===== src/rtl/flopenr_pkg.sv =====
// Shared constants, types and helpers for the flopenr_pipe stall/flush pipeline.
package flopenr_pkg;

  localparam int unsigned DEPTH_MAX = 16;

  // Per-stage control: incoming valid bit and load enable.
  typedef struct packed {
    logic valid;
    logic load;
  } stage_ctl_t;

  function automatic int unsigned cnt_w(input int unsigned depth);
    return $clog2(depth + 1);
  endfunction

endpackage


===== src/rtl/flopenr_stage.sv =====
// One valid+data pipeline register with load enable and synchronous valid clear.
// Carries a parity bit alongside the data when FLOPENR_PIPE_PARITY_EN is defined.
module flopenr_stage
  import flopenr_pkg::*;
#(
  parameter int unsigned WIDTH = 32
) (
  input  logic             clk,
  input  logic             rst_n,
  input  stage_ctl_t       ctl,
  input  logic             clr,
  input  logic [WIDTH-1:0] d_in,
`ifdef FLOPENR_PIPE_PARITY_EN
  input  logic             par_in,
  output logic             par,
`endif
  output logic             v,
  output logic [WIDTH-1:0] d
);

  // Valid bit: flush clear wins over load.
  always_ff @(posedge clk or negedge rst_n) begin
    if (!rst_n) begin
      v <= 1'b0;
    end else if (clr) begin
      v <= 1'b0;
    end else if (ctl.load) begin
      v <= ctl.valid;
    end
  end

  // Payload is written only by a valid word; bubbles leave it untouched.
  always_ff @(posedge clk or negedge rst_n) begin
    if (!rst_n) begin
      d <= '0;
`ifdef FLOPENR_PIPE_PARITY_EN
      par <= 1'b0;
`endif
    end else if (!clr && ctl.load && ctl.valid) begin
      d <= d_in;
`ifdef FLOPENR_PIPE_PARITY_EN
      par <= par_in;
`endif
    end
  end

endmodule


===== src/rtl/flopenr_pipe.sv =====
// DEPTH-stage valid/ready pipeline with global stall, synchronous flush and bubble squashing.
// Optional per-stage even parity and out_parity_err port via FLOPENR_PIPE_PARITY_EN.
module flopenr_pipe
  import flopenr_pkg::*;
#(
  parameter int unsigned WIDTH = 32,
  parameter int unsigned DEPTH = 3
) (
  input  logic                     clk_in,
  input  logic                     rst_in,
  input  logic                     en,
  input  logic                     flush,
  input  logic                     in_valid,
  input  logic [WIDTH-1:0]         in_data,
  output logic                     in_ready,
  output logic                     out_valid,
  output logic [WIDTH-1:0]         out_data,
  input  logic                     out_ready,
`ifdef FLOPENR_PIPE_PARITY_EN
  output logic                     out_parity_err,
`endif
  output logic [cnt_w(DEPTH)-1:0]  count
);

  localparam int unsigned CNT_W = cnt_w(DEPTH);

  if (DEPTH == 0 || DEPTH > DEPTH_MAX) begin : g_bad_depth
    $error("flopenr_pipe: DEPTH must be within 1..16");
  end

  logic [DEPTH-1:0] v;
  logic [WIDTH-1:0] d [DEPTH];
  logic [DEPTH:0]   rdy;
  logic             adv;
  logic             clr;
  logic             in_xfer;
  logic             out_xfer;
`ifdef FLOPENR_PIPE_PARITY_EN
  logic [DEPTH-1:0] par;
`endif

  assign adv = en & ~flush;
  assign clr = en & flush;

  // rdy[i]: some stage at or after i is empty, or the sink accepts.
  assign rdy[DEPTH] = out_ready;
  for (genvar i = 0; i < DEPTH; i++) begin : g_rdy
    assign rdy[i] = out_ready | ~(&v[DEPTH-1:i]);
  end

  for (genvar i = 0; i < DEPTH; i++) begin : g_stage
    stage_ctl_t       ctl;
    logic             src_v;
    logic [WIDTH-1:0] src_d;
`ifdef FLOPENR_PIPE_PARITY_EN
    logic             src_par;
`endif

    if (i == 0) begin : g_head
      assign src_v = in_valid;
      assign src_d = in_data;
`ifdef FLOPENR_PIPE_PARITY_EN
      assign src_par = ^in_data;
`endif
    end else begin : g_body
      assign src_v = v[i-1];
      assign src_d = d[i-1];
`ifdef FLOPENR_PIPE_PARITY_EN
      assign src_par = par[i-1];
`endif
    end

    assign ctl = '{valid: src_v, load: adv & rdy[i]};

    flopenr_stage #(
      .WIDTH(WIDTH)
    ) u_stage (
      .clk    (clk_in),
      .rst_n  (rst_in),
      .ctl    (ctl),
      .clr    (clr),
      .d_in   (src_d),
`ifdef FLOPENR_PIPE_PARITY_EN
      .par_in (src_par),
      .par    (par[i]),
`endif
      .v      (v[i]),
      .d      (d[i])
    );
  end

  // Gate in_ready with reset so nothing is offered acceptance while held in reset.
  assign in_ready  = rst_in & adv & rdy[0];
  assign out_valid = adv & v[DEPTH-1];
  assign out_data  = d[DEPTH-1];
  assign in_xfer   = in_valid & in_ready;
  assign out_xfer  = out_valid & out_ready;

`ifdef FLOPENR_PIPE_PARITY_EN
  assign out_parity_err = out_valid & ((^out_data) != par[DEPTH-1]);
`endif

  // Occupancy counter mirrors the number of valid stages.
  always_ff @(posedge clk_in or negedge rst_in) begin
    if (!rst_in) begin
      count <= '0;
    end else if (clr) begin
      count <= '0;
    end else if (in_xfer && !out_xfer) begin
      count <= count + CNT_W'(1);
    end else if (!in_xfer && out_xfer) begin
      count <= count - CNT_W'(1);
    end
  end

endmodule


===== config.mk =====
export PLATFORM = sky130hd
export DESIGN_NAME = flopenr_pipe
export DESIGN_NICKNAME = d
export VERILOG_FILES = /design/src/rtl/flopenr_pkg.sv /design/src/rtl/flopenr_stage.sv /design/src/rtl/flopenr_pipe.sv
export SDC_FILE = /design/constraint.sdc
export NUM_CORES = 1
export LEC_CHECK = 0
export ABC_AREA = 1
export CAP_MARGIN = 20
export CORE_ASPECT_RATIO = 1.75
export CORE_MARGIN = 8
export CORE_UTILIZATION = 48
export CTS_CLUSTER_SIZE = 16
export DETAILED_ROUTE_END_ITERATION = 8
export PLACE_DENSITY = 0.76
export SLEW_MARGIN = 20
export SYNTH_ARGS = -nofsm -noshare
export SYNTH_HDL_FRONTEND = slang
export SYNTH_HIERARCHICAL = 1
export SYNTH_SLANG_ARGS = --single-unit

===== constraint.sdc =====
create_clock -name clk_in -period 1.2 [get_ports clk_in]
set_input_delay 0.24 -clock clk_in [delete_from_list [all_inputs] [get_ports clk_in]]
set_output_delay 0.24 -clock clk_in [all_outputs]
set_load 0.005 [all_outputs]

# [After elaboration in Yosys (flattened, before gate mapping)]
# Index checks and enable logic that the tools add are counted.
[word_totals] out_inout_bits=36 reg_bits=101 word_cells=52 in_bits=38
[op_classes] muxes=9 n_addsub=2 bitwise=17 reduce_logical=17
[op_table] op="AND 1 bit" count=10
[op_table] op="logical AND 1 bit" count=8
[op_table] op="2-to-1 mux 1 bit" count=6
[op_table] op="2-to-1 mux 2 bit" count=3
[op_table] op="nonzero test 2 bit" count=3
[op_table] op="inverter 1 bit" count=4
[op_table] op="logical NOT 1 bit" count=3
[op_table] op="bitwise OR 1 bit" count=3
[op_table] op="AND reduction 3 bit" count=1
[op_table] op="nonzero test 3 bit" count=1
[op_table] op="adder 2 x 1 -> 2 bit, second input constant" count=1
[op_table] op="AND reduction 2 bit" count=1
[op_table] op="subtractor 2 x 1 -> 2 bit, second input constant" count=1

# [Longest topological paths before layout]
# Gate-level depths: netlist of the first run.
[depth] word_depth=10 ltp_mapped=9 ltp_nobuf=9

# [By module]
# The synthesis of the first run kept the hierarchy.
[by_module_without_submodules] module="flopenr_stage" cells_per_inst=148 area_each_um2=1392.6 n_inst=3 seq_area_each_um2=825.8
[by_module_without_submodules] module="flopenr_pipe" cells_per_inst=38 area_each_um2=229.0 n_inst=1 seq_area_each_um2=50.0

# [Least setup slack after synthesis of the first run]
# No wires, ideal clock.
[synth_timing] path_type="reg-to-reg" start="register g_stage[2].u_stage.v" end="register g_stage[0].u_stage.d[0]" path_slack_ns=-0.052 path_buffers=2 t_arrival_ns=1.135 path_stages_with_launch=9 path_cell_list="dfrtp_1 -> nand4_2 -> inv_1 -> nor2_1 -> buf_4 -> nand3_4 -> buf_6 -> nand2_1 -> nand2_1"
[synth_rtl] element="start: declaration" line="flopenr_stage.sv:17" source="output logic v,"
[synth_rtl] element="start signal: assignment" line="flopenr_stage.sv:28" source="v <= ctl.valid;"
[synth_rtl] element="end signal: assignment" line="flopenr_stage.sv:40" source="d <= d_in;"
[synth_rtl] element="end: declaration" line="flopenr_stage.sv:18" source="output logic [WIDTH-1:0] d"

==> results of run 1 <==
sequential cells by signal (all words and copies together), names as in the netlist:
register	cells
g_stage.u_stage/v	3
g_stage.u_stage/d	96
count	2
stage by stage:
step                       util  cells  area, µm²
final                     0.709    732       6370
after global routing      0.709    732       6370
after CTS                 0.699    725       6270
after detailed placement  0.608    671       5460
after global placement    0.608    671       5460
after floorplan               -    482       4410
cell usage in the layout, fill, tap and decap left out, drive strengths merged, types with 2 or more instances in the layout:
cell type / instances
a21oi: 2
buf: 88
bufbuf: 2
clkbuf: 18
clkdlybuf4s15: 24
clkdlybuf4s50: 33
dfrtp: 101
dlygate4sd2: 4
inv: 12
nand2: 211
nand3: 4
nand4: 99
nor2: 8
report_power, final:
part / leakage [nW] / internal, W / switching [W]
sequential: 1.32 / 0.00415 / 0.000456
clock: 0.139 / 0.00167 / 0.00122
combinational: 1.86 / 0.00103 / 0.000996
kinds of logic (layout without fill, tap and decap cells):
| kind of cell | after synthesis | in the layout | share of synthesized area |
|---|---|---|---|
| buffers and inverters | 54 | 184 | 0.0741 |
| DFF | 101 | 101 | 0.574 |
| xor gates and xnor gates | 1 | 1 | 0.00199 |
| and+or+nand+nor | 323 | 323 | 0.347 |
| AOI/OAI and AO/OA | 3 | 3 | 0.00369 |
how the worst max path moves through the flow:
stage                                          to  depth (start not counted)            startpoint  slack [ns]
after global routing      g_stage[0].u_stage/d[4]                          9  g_stage[2].u_stage/v       -0.43
after CTS                                in_ready                          5  g_stage[2].u_stage/v       -0.30
after detailed placement  g_stage[0].u_stage/d[1]                         10             out_ready       -0.68
after floorplan           g_stage[0].u_stage/d[0]                          8  g_stage[2].u_stage/v       -0.02
after global placement                   in_ready                          6             out_ready       -0.63
final                     g_stage[0].u_stage/d[1]                          9  g_stage[2].u_stage/v       -0.33
timing repair:
item                       4_1_cts  5_1_grt
gates resized for setup        108       37
setup buffers                   33       10
cloned                           8        0
setup endpoints to repair      137      111
pin swaps                        5       21
final cells by class:
cell class,instances,share of cell area
sequential,101,0.397
timing repair buffer,157,0.265
multi-input combinational,327,0.262
clock buffer,12,0.0387
tap,120,0.0236
clock inverter,3,0.00727
inverter,12,0.00707
synthesized netlist by cell type:
master,n
nor2_1,7
buf_2,27
inv_1,9
buf_4,6
inv_2,3
nor2_4,1
dfrtp_1,101
nand3_4,3
nand3_2,1
nand4_1,98
xnor2_1,1
nand4_2,1
nand2_2,2
buf_6,9
nand2_1,209
a31oi_1,1
nor3_1,1
a21oi_1,2
critical path, cell delays in order (launching register included):
cell and delay, ns:
dfrtp_1 0.39, buf_6 0.13, nand4_4 0.09, inv_2 0.06
buf_6 0.12, nor2_4 0.20, nand3_4 0.13, buf_12 0.17
nand2_1 0.08, nand2_1 0.06
layer usage:
layer  share of wire  GRT usage
met1            0.32      0.199
met2            0.58      0.411
met3           0.045     0.0322
met4           0.054      0.131
met5               0          0
==> reports/qor.log, run 1 <==
[run_status] status finished with violations
[run_status] violated checks negative setup slack
[die] Vert. Die Dim 143 µm
[sta] final critical delay including setup and external delays 1.53 ns
[final_layout] fill count 680
[setup_path] Reg-to-Reg Start g_stage[2].u_stage/v
[global_routing] pin count of the biggest net entering global routing 59
[clock_tree] master cell of the clock root buffer clkbuf_16
[final_layout] nets 646
[power_and_ir_drop] power density over the cells 1500 mW/mm²
[sta] total negative slack -27.14 ns
[sta] post-route worst setup slack -0.329 ns
[route] mean routed wirelength per cell 18.0 µm
[route] first drt pass iteration count 5
[power_and_ir_drop] P_leak 3.32 nW
[yosys] synthesized netlist net count 520
[route] number of antenna-violating nets in the routed design 0
[yosys] Seq/Total Area, Yosys 0.574
[yosys] largest cells by area after synthesis dfrtp_1 (57%), nand2_1 (18%), nand4_1 (14%)
[die] area of the core 0.00898 mm²
[global_routing] all-layer global routing usage 0.214
[sta] maximum operating frequency 0.654 GHz
[route] initial detailed-routing violation count 269
[sta] share of the clock period used by the worst path after layout 1.27
[die] I/O pin total 74
[global_routing] via count of the first global-routing pass 4125
[route] post-detailed-route via-to-cell ratio 5.63
[yosys] post-synthesis cell count 482
[place] last weighted congestion value of the routability-driven placer 0.815
[sta] setup repair after global routing missed its margin yes
[setup_path] Register-to-Register Setup Slack -0.33 ns
[flow_run] number of maximum-capacitance violations 0
[setup_path] Crit. End Element flop
[place] Setup WS pre-CTS -0.682 ns
[clock_tree] CTS clock-pin slew for the worst setup and hold paths 0.06 ns
[worst_hold_path] Hold/Removal Path Class in2async
[global_routing] number of antenna violations at the first check in global routing 0
[route] residual DRC count 0
[die] die outline area 0.0126 mm²
[setup_path] critical path type reg2reg
[sta] Slew @ Worst Pin 0.563 ns
[yosys] mean cell area of the mapped netlist 9.14 µm²
[clock_tree] clock tree from TritonCTS yes
[sta] worst setup skew after layout 0.00692 ns
[setup_path] maximum net fanout on the critical path 18
[setup_path] Data arrival, critical path 1.76 ns
[final_layout] number of inserted diodes 0
[yosys] post-synthesis instance area 0.00441 mm²
[yosys] Warnings, synthesis 6
[clock_tree] Inserted Clock Buffers 9
[route] Vias 4118
[final_layout] area grow syn2layout 44.5%
[global_routing] grt ovf 0
[setup_path] FF-to-FF End g_stage[0].u_stage/d[1]
[final_layout] flip-flop and latch area 0.00253 mm²
[sta] Worst Hold Margin 0.0253 ns
[place] detailed placement HPWL 7650 µm
[sta] Max Transition Viols Final 0
[yosys] Yosys top cell area share 0.574
[setup_path] Req. time, crit path 1.43 ns
[route] total wirelength of the detailed-routed design 13200 µm
[yosys] count of state elements after synthesis 101
[setup_path] cell count of the worst reg-to-reg path 9
[yosys] number of distinct library cells after synthesis 18
[clock_tree] Clock Sinks 101
[clock_tree] number of H-tree levels 3
[die] Die Width 88.4 µm
[global_routing] wire length of the first global-routing pass 20500 µm
[sta] final hold viol count 0
[clock_tree] buffer levels on the longest clock path 2
[final_layout] fraction of final layout cells with drive strength greater than 1 0.234
[power_and_ir_drop] Total Power 0.00952 W
[sta] worst relative slew slack 0.625
[clock_tree] total of hold buffers inserted after clock tree synthesis 0
[yosys] library cell occupying the most area in the post-synthesis netlist dfrtp_1
[die] effective utilization at floorplan 0.491
[place] # port buffers 73
[sta] Finish-stage setup viols 103
[die] number of standard-cell rows in the floorplan 46
[setup_path] crit start category flop
[power_and_ir_drop] maximum vdd drop 1.24 mV
[final_layout] area of the multi-input gates 0.00167 mm²
[clock_tree] clock latency on the worst-skew pair 0.34 ns
(Power assumes the default switching activity.)
==> inputs of run 2 (changes only) <==
--- a/config.mk
+++ b/config.mk
@@ -9,10 +9,11 @@
 export CAP_MARGIN = 20
 export CORE_ASPECT_RATIO = 1.75
 export CORE_MARGIN = 8
-export CORE_UTILIZATION = 48
+export CORE_UTILIZATION = 50
+export CTS_BUF_LIST = sky130_fd_sc_hd__clkbuf_8
 export CTS_CLUSTER_SIZE = 16
 export DETAILED_ROUTE_END_ITERATION = 8
-export PLACE_DENSITY = 0.76
+export PLACE_DENSITY = 0.79
 export SLEW_MARGIN = 20
 export SYNTH_ARGS = -nofsm -noshare
 export SYNTH_HDL_FRONTEND = slang
==> reports/qor.log, run 2 (synthesized netlist as in run 1, its figures left out) <==
[power_and_ir_drop] proportion of power drawn by the clock network 0.244
[final_layout] fill count 560
[clock_tree] Inserted Clock Buffers 9
[route] mean routed wirelength per cell 19.7 µm
[sta] worst setup skew after layout 0.0117 ns
[global_routing] all-layer global routing usage 0.226
[sta] post-route worst setup slack -0.357 ns
[die] area of the core 0.00861 mm²
[power_and_ir_drop] internal power of the cells 0.00631 W
[sta] worst relative slew slack 0.733
[power_and_ir_drop] maximum vdd drop 1.01 mV
[place] last weighted congestion value of the routability-driven placer 0.827
[power_and_ir_drop] power density over the cells 1390 mW/mm²
[setup_path] crit start category flop
[place] detailed placement HPWL 7370 µm
[clock_tree] master cell of the clock root buffer clkbuf_8
[route] first drt pass iteration count 5
[sta] Max Transition Viols Final 0
[setup_path] maximum net fanout on the critical path 6
[die] die outline area 0.0122 mm²
[setup_path] Data arrival, critical path 1.82 ns
[setup_path] CP Cell Sequence buf_6 > nand4_4 > inv_2 > buf_6 > nor2_4 > nand3_4 > buf_12 > buf_16 > nand2_2 > nand2_1
[worst_hold_path] hold wc startpoint in_data[18]
[setup_path] Max stage delay cell, worst path dfrtp_1
[place] DP Cell Count 668
[sta] setup repair after global routing missed its margin yes
[power_and_ir_drop] switching share of total power 0.307
[sta] Finish-stage setup viols 103
[power_and_ir_drop] P_leak 3.36 nW
[route] residual DRC count 0
[route] total wirelength of the detailed-routed design 14200 µm
[setup_path] FF-to-FF End g_stage[0].u_stage/d[30]
[sta] final hold viol count 0
[run_status] status finished with violations
[power_and_ir_drop] Total Power 0.00912 W
[route] number of antenna-violating nets in the routed design 0
[final_layout] nets 640
[setup_path] worst stage delay on the critical path 0.43 ns
[power_and_ir_drop] share of power burned in registers 0.514
[sta] total negative slack -28.79 ns
[clock_tree] number of H-tree levels 3
[setup_path] Reg-to-Reg Start g_stage[2].u_stage/v
[sta] maximum operating frequency 0.642 GHz
[final_layout] number of inserted diodes 0
[route] Vias 4146
[die] I/O pin total 74
[global_routing] via count of the first global-routing pass 4283
[die] Die Width 87.0 µm
[worst_hold_path] Hold/Removal Path Class in2reg
[route] Top Layer Used met4
[flow_run] number of maximum-capacitance violations 0
[place] cell area after placement 0.00547 mm²
[final_layout] utilization after layout 0.759
[clock_tree] buffer levels on the longest clock path 2
[clock_tree] clock latency on the worst-skew pair 0.37 ns
[route] Met3 Routed Length 808 µm
[setup_path] critical path type reg2reg
[setup_path] CP Depth 10
[clock_tree] clock tree from TritonCTS yes
[final_layout] count of non-filler cells in the finished layout 723
[setup_path] Crit. End Element flop
[route] post-detailed-route via-to-cell ratio 5.73
[final_layout] commonest cells after routing, fill and taps aside nand2_1 (124), dfrtp_1 (101), nand4_1 (98), nand2_2 (67), buf_2 (37)
[sta] Slew @ Worst Pin 0.401 ns
[global_routing] number of antenna violations at the first check in global routing 0
[final_layout] Post-Layout Inst Area 0.00654 mm²
[global_routing] grt ovf 0
[final_layout] area grow syn2layout 48.3%
[sta] final critical delay including setup and external delays 1.56 ns
[place] # port buffers 73
[setup_path] CP Launch Point g_stage[2].u_stage/v
[run_status] violated checks negative setup slack
[final_layout] leading cell type in the layout, fill and taps excluded nand2_1
[final_layout] max FFs per register 96
[route] met2 routed wirelength 7830 µm
[die] effective utilization at floorplan 0.512
[setup_path] Req. time, crit path 1.46 ns
[clock_tree] Clock Sinks 101
[setup_path] most common cell type on the critical path buf_6
[global_routing] pin count of the biggest net entering global routing 71
[die] Vert. Die Dim 140 µm
[setup_path] cell count of the worst reg-to-reg path 10
[setup_path] cell family with most CP delay buffers and inverters
[die] number of standard-cell rows in the floorplan 45
[route] routed length on met1 4670 µm
[clock_tree] CTS clock-pin slew for the worst setup and hold paths 0.10 ns
[power_and_ir_drop] P_sw 0.00280 W
[final_layout] register bank with the most flops g_stage.u_stage/d
[setup_path] Register-to-Register Setup Slack -0.36 ns
[final_layout] leading registers by flop count g_stage.u_stage/d: 96 flops, g_stage.u_stage/v: 3 flops, count: 2 flops
[power_and_ir_drop] share of total power in combinational logic 0.242
[final_layout] fraction of final layout cells with drive strength greater than 1 0.391
[global_routing] wire length of the first global-routing pass 21100 µm
[setup_path] number of buffer and inverter instances along the worst setup path 5
[setup_path] Setup crit end g_stage[0].u_stage/d[30]
[route] initial detailed-routing violation count 346
[sta] share of the clock period used by the worst path after layout 1.30
## run 2: changes by cell type in the layout (fill, tap and decap cells not counted), moves of 4 or more
| cell | previous run | this run |
|---|---|---|
| clkbuf_8 | 1 | 11 |
| buf_12 | 13 | 17 |
| nand2_2 | 11 | 67 |
| nand2_4 | 2 | 20 |
| buf_4 | 48 | 27 |
| buf_16 | 5 | 9 |
| clkbuf_2 | 6 | 0 |
| buf_2 | 5 | 37 |
| clkbuf_16 | 9 | 3 |
| clkdlybuf4s15_1 | 24 | 0 |
| nand2_1 | 198 | 124 |
## run 2: final cells by class
class | instances | area, µm² | share of cell area
multi-input cells | 327 | 1920 | 0.294
clock inverters | 4 | 47.5 | 0.00728
clock buffers | 11 | 151 | 0.0232
well taps | 117 | 146 | 0.0224
flip-flops and latches | 101 | 2530 | 0.387
inverters | 12 | 47.5 | 0.00728
repair buffers | 151 | 1690 | 0.259
## run 2: metrics by stage
step	hold WS, ns	worst slack, ns
finish	0.412	-0.357
global route	0.418	-0.401
CTS	0.404	-0.335
detailed placement	0.336	-0.655
global placement	0.334	-0.627
floorplan	-0.0556	-0.0174
## run 2: tightest hold or removal path: stages
cell and delay (ns):
clkdlybuf4s50_1 0.39, nand4_1 0.08, nand2_1 0.05
## run 2: routing by layer
metal,global-route usage,up-vias
met4,0.155,0
met1,0.219,2030
li1,-,1870
met3,0.0498,65
met5,0,-
met2,0.407,181
## run 2: repair_timing
action                     4_1_cts  5_1_grt
hold buffers                     1        0
setup endpoints to repair      137      174
setup buffers                   25        4
hold endpoints to repair        31        0
cloned                          12        3
gates resized for setup        217       94
pin swaps                       27       41
## run 2: how the worst min path moves through the flow
stage | end | slack, ns | cells after the start
after global routing | g_stage[0].u_stage/d[27] | 0.42 | 3
after CTS | g_stage[0].u_stage/d[18] | 0.40 | 3
final | g_stage[0].u_stage/d[18] | 0.41 | 3
after floorplan | count[0] | -0.06 | 0
after detailed placement | g_stage[2].u_stage/v | 0.34 | 2
after global placement | g_stage[0].u_stage/v | 0.33 | 2
## run 2: power groups by stage
stage               Clock, W  Sequential, W  Combinational, W
floorplan                  0        0.00454          0.000820
global placement           0        0.00457           0.00167
detailed placement         0        0.00460           0.00173
CTS                  0.00220        0.00455           0.00189
global route         0.00238        0.00477           0.00241
finish               0.00222        0.00469           0.00220
==> inputs of run 3 (changes only) <==
--- a/config.mk
+++ b/config.mk
@@ -19,3 +19,4 @@
 export SYNTH_HDL_FRONTEND = slang
 export SYNTH_HIERARCHICAL = 1
 export SYNTH_SLANG_ARGS = --single-unit
+export TNS_END_PERCENT = 1
==> reports/qor.log, run 3 (synthesized netlist as in run 1, its figures left out) <==
[sta] total negative slack -15.91 ns
[final_layout] Post-Layout Inst Area 0.00560 mm²
[final_layout] flip-flop and latch area 0.00253 mm²
[die] number of standard-cell rows in the floorplan 45
[route] routed length on met1 3750 µm
[clock_tree] Clock Sinks 101
[power_and_ir_drop] power density over the cells 1470 mW/mm²
[sta] Worst Hold Margin 0.427 ns
[setup_path] Req. time, crit path 0.96 ns
[sta] worst relative slew slack 0.784
[clock_tree] clock latency on the worst-skew pair 0.36 ns
[die] area of the core 0.00861 mm²
[setup_path] crit start category flop
[route] initial detailed-routing violation count 212
[clock_tree] Inserted Clock Buffers 9
[final_layout] leading cell type in the layout, fill and taps excluded nand2_1
[route] mean routed wirelength per cell 14.9 µm
[final_layout] area grow syn2layout 27.0%
[place] cell area after placement 0.00547 mm²
[route] Met3 Routed Length 293 µm
[route] post-detailed-route via-to-cell ratio 5.37
[sta] final hold viol count 0
[global_routing] pin count of the biggest net entering global routing 71
[sta] final critical delay including setup and external delays 1.46 ns
[run_status] status finished with violations
[final_layout] area of the multi-input gates 0.00161 mm²
[sta] post-route worst setup slack -0.261 ns
[route] first drt pass iteration count 4
[route] Vias 3685
[global_routing] number of antenna violations at the first check in global routing 0
[worst_hold_path] Hold/Removal Path Class in2reg
[worst_hold_path] hold wc startpoint in_data[18]
[setup_path] Register-to-Register Setup Slack -0.24 ns
[run_status] violated checks negative setup slack
[sta] worst setup skew after layout 0.00674 ns
[setup_path] cell count of the worst reg-to-reg path 9
[die] I/O pin total 74
[final_layout] max FFs per register 96
[route] number of antenna-violating nets in the routed design 0
[power_and_ir_drop] maximum vdd drop 0.983 mV
[final_layout] fill count 727
[final_layout] leading registers by flop count g_stage.u_stage/d: 96 flops, g_stage.u_stage/v: 3 flops, count: 2 flops
[setup_path] maximum net fanout on the critical path 2
[global_routing] via count of the first global-routing pass 3659
[setup_path] Reg-to-Reg Start g_stage[2].u_stage/v
[final_layout] fraction of final layout cells with drive strength greater than 1 0.199
[setup_path] Crit. End Element output port
[final_layout] register bank with the most flops g_stage.u_stage/d
[setup_path] critical path type reg2out
[sta] share of the clock period used by the worst path after layout 1.22
[die] die outline area 0.0122 mm²
[clock_tree] number of H-tree levels 3
[place] # port buffers 73
[sta] setup repair after global routing missed its margin yes
[global_routing] grt ovf 0
[power_and_ir_drop] P_leak 2.99 nW
[sta] Slew @ Worst Pin 0.324 ns
[place] detailed placement HPWL 7370 µm
[die] effective utilization at floorplan 0.512
[global_routing] wire length of the first global-routing pass 17000 µm
[clock_tree] clock tree from TritonCTS yes
[route] residual DRC count 0
[final_layout] number of inserted diodes 0
[final_layout] nets 603
[worst_hold_path] Min-Delay Path Depth 3
[route] Top Layer Used met4
[clock_tree] CTS clock-pin slew for the worst setup and hold paths 0.09 ns
[setup_path] FF-to-FF End g_stage[0].u_stage/d[2]
[die] Die Width 87.0 µm
[clock_tree] master cell of the clock root buffer clkbuf_8
[sta] maximum operating frequency 0.685 GHz
[worst_hold_path] Min-Delay Endpoint g_stage[0].u_stage/d[18]
[route] met2 routed wirelength 5710 µm
[sta] Finish-stage setup viols 103
[final_layout] commonest cells after routing, fill and taps aside nand2_1 (206), dfrtp_1 (101), nand4_1 (98), clkdlybuf4s50_1 (33), clkbuf_2 (24)
[clock_tree] buffer levels on the longest clock path 2
[sta] Max Transition Viols Final 0
[place] last weighted congestion value of the routability-driven placer 0.827
[final_layout] utilization after layout 0.650
[setup_path] Data arrival, critical path 1.22 ns
[die] Vert. Die Dim 140 µm
[route] total wirelength of the detailed-routed design 10200 µm
[flow_run] number of maximum-capacitance violations 0
[global_routing] all-layer global routing usage 0.178
[run 3: timing repair]
item                                    CTS  global route
setup buffers                             2             0
hold buffers                              1             0
endpoints found under the setup margin  137           197
pin swaps                                 2             4
gates resized for setup                 115            32
endpoints found under the hold margin    31             0
[run 3: stage by stage]
| stage | setup slack (ns) | instances | power (W) |
|---|---|---|---|
| 2_1_floorplan | -0.0174 | 482 | 0.00536 |
| 3_3_place_gp | -0.627 | 668 | 0.00624 |
| 3_5_place_dp | -0.655 | 668 | 0.00633 |
| 4_1_cts | -0.335 | 686 | 0.00838 |
| 5_1_grt | -0.319 | 686 | 0.00875 |
| 6_report | -0.261 | 686 | 0.00825 |
[run 3: final cells by class]
cell class	count	share of cell area
Tap cell	117	0.0262
Sequential cell	101	0.452
Clock inverter	4	0.00850
Multi-Input combinational cell	327	0.288
Timing Repair Buffer	114	0.191
Inverter	12	0.00805
Clock buffer	11	0.0271
[run 3: power by group]
group          internal [W]  leakage [nW]  switching (W)
sequential          0.00414          1.32       0.000408
combinational      0.000710          1.56       0.000846
clock               0.00106         0.107        0.00108
[run 3: worst max path at each step]
stage / from / endpoint / slack (ns) / cells after the start
global placement: out_ready / in_ready / -0.63 / 6
CTS: g_stage[2].u_stage/v / in_ready / -0.33 / 5
detailed placement: flush / g_stage[2].u_stage/d[12] / -0.65 / 10
floorplan: g_stage[2].u_stage/v / g_stage[0].u_stage/d[0] / -0.02 / 8
global route: g_stage[2].u_stage/v / in_ready / -0.32 / 5
finish: g_stage[2].u_stage/v / in_ready / -0.26 / 5
[run 3: routing by layer]
| metal | up-vias | global-route usage |
|---|---|---|
| met3 | 28 | 0.0316 |
| met4 | 0 | 0.117 |
| met2 | 101 | 0.325 |
| met1 | 1771 | 0.175 |
| met5 | - | 0 |
| li1 | 1785 | - |
[run 3: critical path, stage by stage, from the launching register on]
cell     delay, ns
dfrtp_1       0.41
buf_6         0.13
nand4_4       0.06
inv_2         0.05
nor3_2        0.09
buf_2         0.13
==> patch, RTL diff (settings of run 1) <==
`DEPTH`: 3 -> 2.
--- a/src/rtl/flopenr_pipe.sv
+++ b/src/rtl/flopenr_pipe.sv
@@ -6,3 +6,3 @@
   parameter int unsigned WIDTH = 32,
-  parameter int unsigned DEPTH = 3
+  parameter int unsigned DEPTH = 2
 ) (
Behaviour: not the same (a bounded check fails within 4 cycles, from zero or initial values and one cycle with rst_in low).
==> patch against run 1 <==
  * The run still ends with setup timing left
  * Wire length is 36% lower
  * Setup slack better by 0.10 ns
  * Sequential cell count is 33 lower
  * Synthesized area fell by 32%
  * Design area down 31%
  * First-iteration DRC count down 9.3%
  * Power decreased by 28%
  * Via count decreased by 32%
  * Clock power decreased by 38%
  * Hold slack gained 0.062 ns
  * Critical path type is now reg2out
==> patch: results (changes against run 1) <==
- The data arrival time of the critical path came to 1.18 ns (-0.58 ns).
- Xor and xnor area share after synthesis: 0% (-0.20 points)
- Clock latency on the worst-skew pair, taken at its later pin, is between 0.3 and 0.4 ns.
* Final Setup Violations: 70 (-32%)
* Clk power: 1780 uW (-38%)
* Power share of the clock group: 26.0% (-4.4 points)
* Final TNS setup: -11.89 ns (+15.25 ns)
* Violations in the final reports: setup timing
- The mean instance size in the synthesized netlist is 9.00 um2 (-1.6%).
- Hold Slack: 0.0878 ns (+0.0624 ns)
- Cell class contributing the biggest share of worst-path delay: flip-flops
- Static leakage: 0.00229 uW (-31%)
* Critical Path Fanout Max: 2 (-16)
* Met2 track demand over resource: 32.3% (-8.8 points)
- GR Util All Layers: 18.8% (-2.6 points)
- The overflow left after global routing is 0 (unchanged).
- The compound-gate portion of the synthesized area is 0.168% (-0.20 points).
- First-pass DRT Iterations: 4 (-1)
- The reported combinational group power is 1920 uW (-5%).
- The number of cells in the finished layout apart from fillers is 528 (-28%).
- Setup slack after placement: -0.641 ns (+0.0411 ns)
- Status: finished, violations left
* Vias in the first global route: 2,748 (-33%)
- The cell count after placement came to 478 (-29%).
- Synth top cells by count: nand2_1 (146), dfrtp_1 (68), nand4_1 (68)
- In the final layout, the registers with the most flip-flops are g_stage.u_stage/d x64, count x2, g_stage.u_stage/v x2.
- In the post-synthesis netlist, the biggest area contributors are dfrtp_1 (57%), nand2_1 (18%), nand4_1 (14%).
* Met1 Wirelength: 3110 um (-27%)
* Net count after synthesis: 370 (-29%)
* Post-synth cell types: 15 (-3)
- The average wire length per cell after detail routing came to 16.0 um (-12%).
* Worst-Margin Slew: 0.855 ns (+0.292 ns)
- Metal2 WL: 4590 um (-40%)
* Proportion of layout cells with a drive suffix above 1: 27.5% (+4.1 points)
- Top_reg_cell synth: dfrtp_1
- DRT iter0 DRCs: 244 (-9.3%)
* Cell count of the worst reg-to-reg path: 7 (-2)
* Net switching component of the power: 1980 uW (-26%)
- Total half-perimeter wirelength after legalization and detailed placement: 4970 um (-35%)
* Global-route wire length before repair: 12,900 um (-37%)
- The worst register-to-register path ends at g_stage[1].u_stage/d[17]$_DFFE_PN0P_.
- Met3 usage in global routing: 4.98% (+1.8 points)
- Worst path max stage delay: 0.42 ns (+0.03 ns)
- In this run the critical register-to-register path is launched from g_stage[1].u_stage/v$_DFFE_PN0P_.
- The global routing usage on met1 was 19.9% (-0.029 points).
- The setup slack after layout was -0.225 ns (+0.104 ns).
- The register-to-register setup slack came to -0.20 ns (+0.13 ns).
* Number of antenna violations at the first check in global routing: 0 (unchanged)
- Total length of routed met3 wires: 463 um (-22%)
* CTS Root Buffer Type: clkbuf_8
* Layout Skew: 0.00591 ns (-0.00101 ns)
-- patch: cell type report --
type / instances / area [um2]
clock inverter: 2 / 35.0
sequential: 68 / 1700
clock buffer: 14 / 143
fill: 468 / 1750
tap: 80 / 100
timing repair buffer: 128 / 1220
multi-input combinational: 226 / 1150
inverter: 10 / 37.5
-- patch: worst max-delay path by stage --
stage | end | startpoint
after floorplan | g_stage[0].u_stage/d[0]$_DFFE_PN0P_ | g_stage[1].u_stage/v$_DFFE_PN0P_
after global placement | in_ready | en
after detailed placement | in_ready | en
after CTS | in_ready | g_stage[1].u_stage/v$_DFFE_PN0P_
after global routing | g_stage[1].u_stage/d[4]$_DFFE_PN0P_ | g_stage[1].u_stage/v$_DFFE_PN0P_
final | in_ready | g_stage[1].u_stage/v$_DFFE_PN0P_
-- patch: repair_timing --
action	in CTS	in global routing
pin swaps	22	19
endpoints found under the hold margin	0	0
setup buffers	25	7
gates cloned	3	2
endpoints found under the setup margin	102	90
resized for setup	118	29
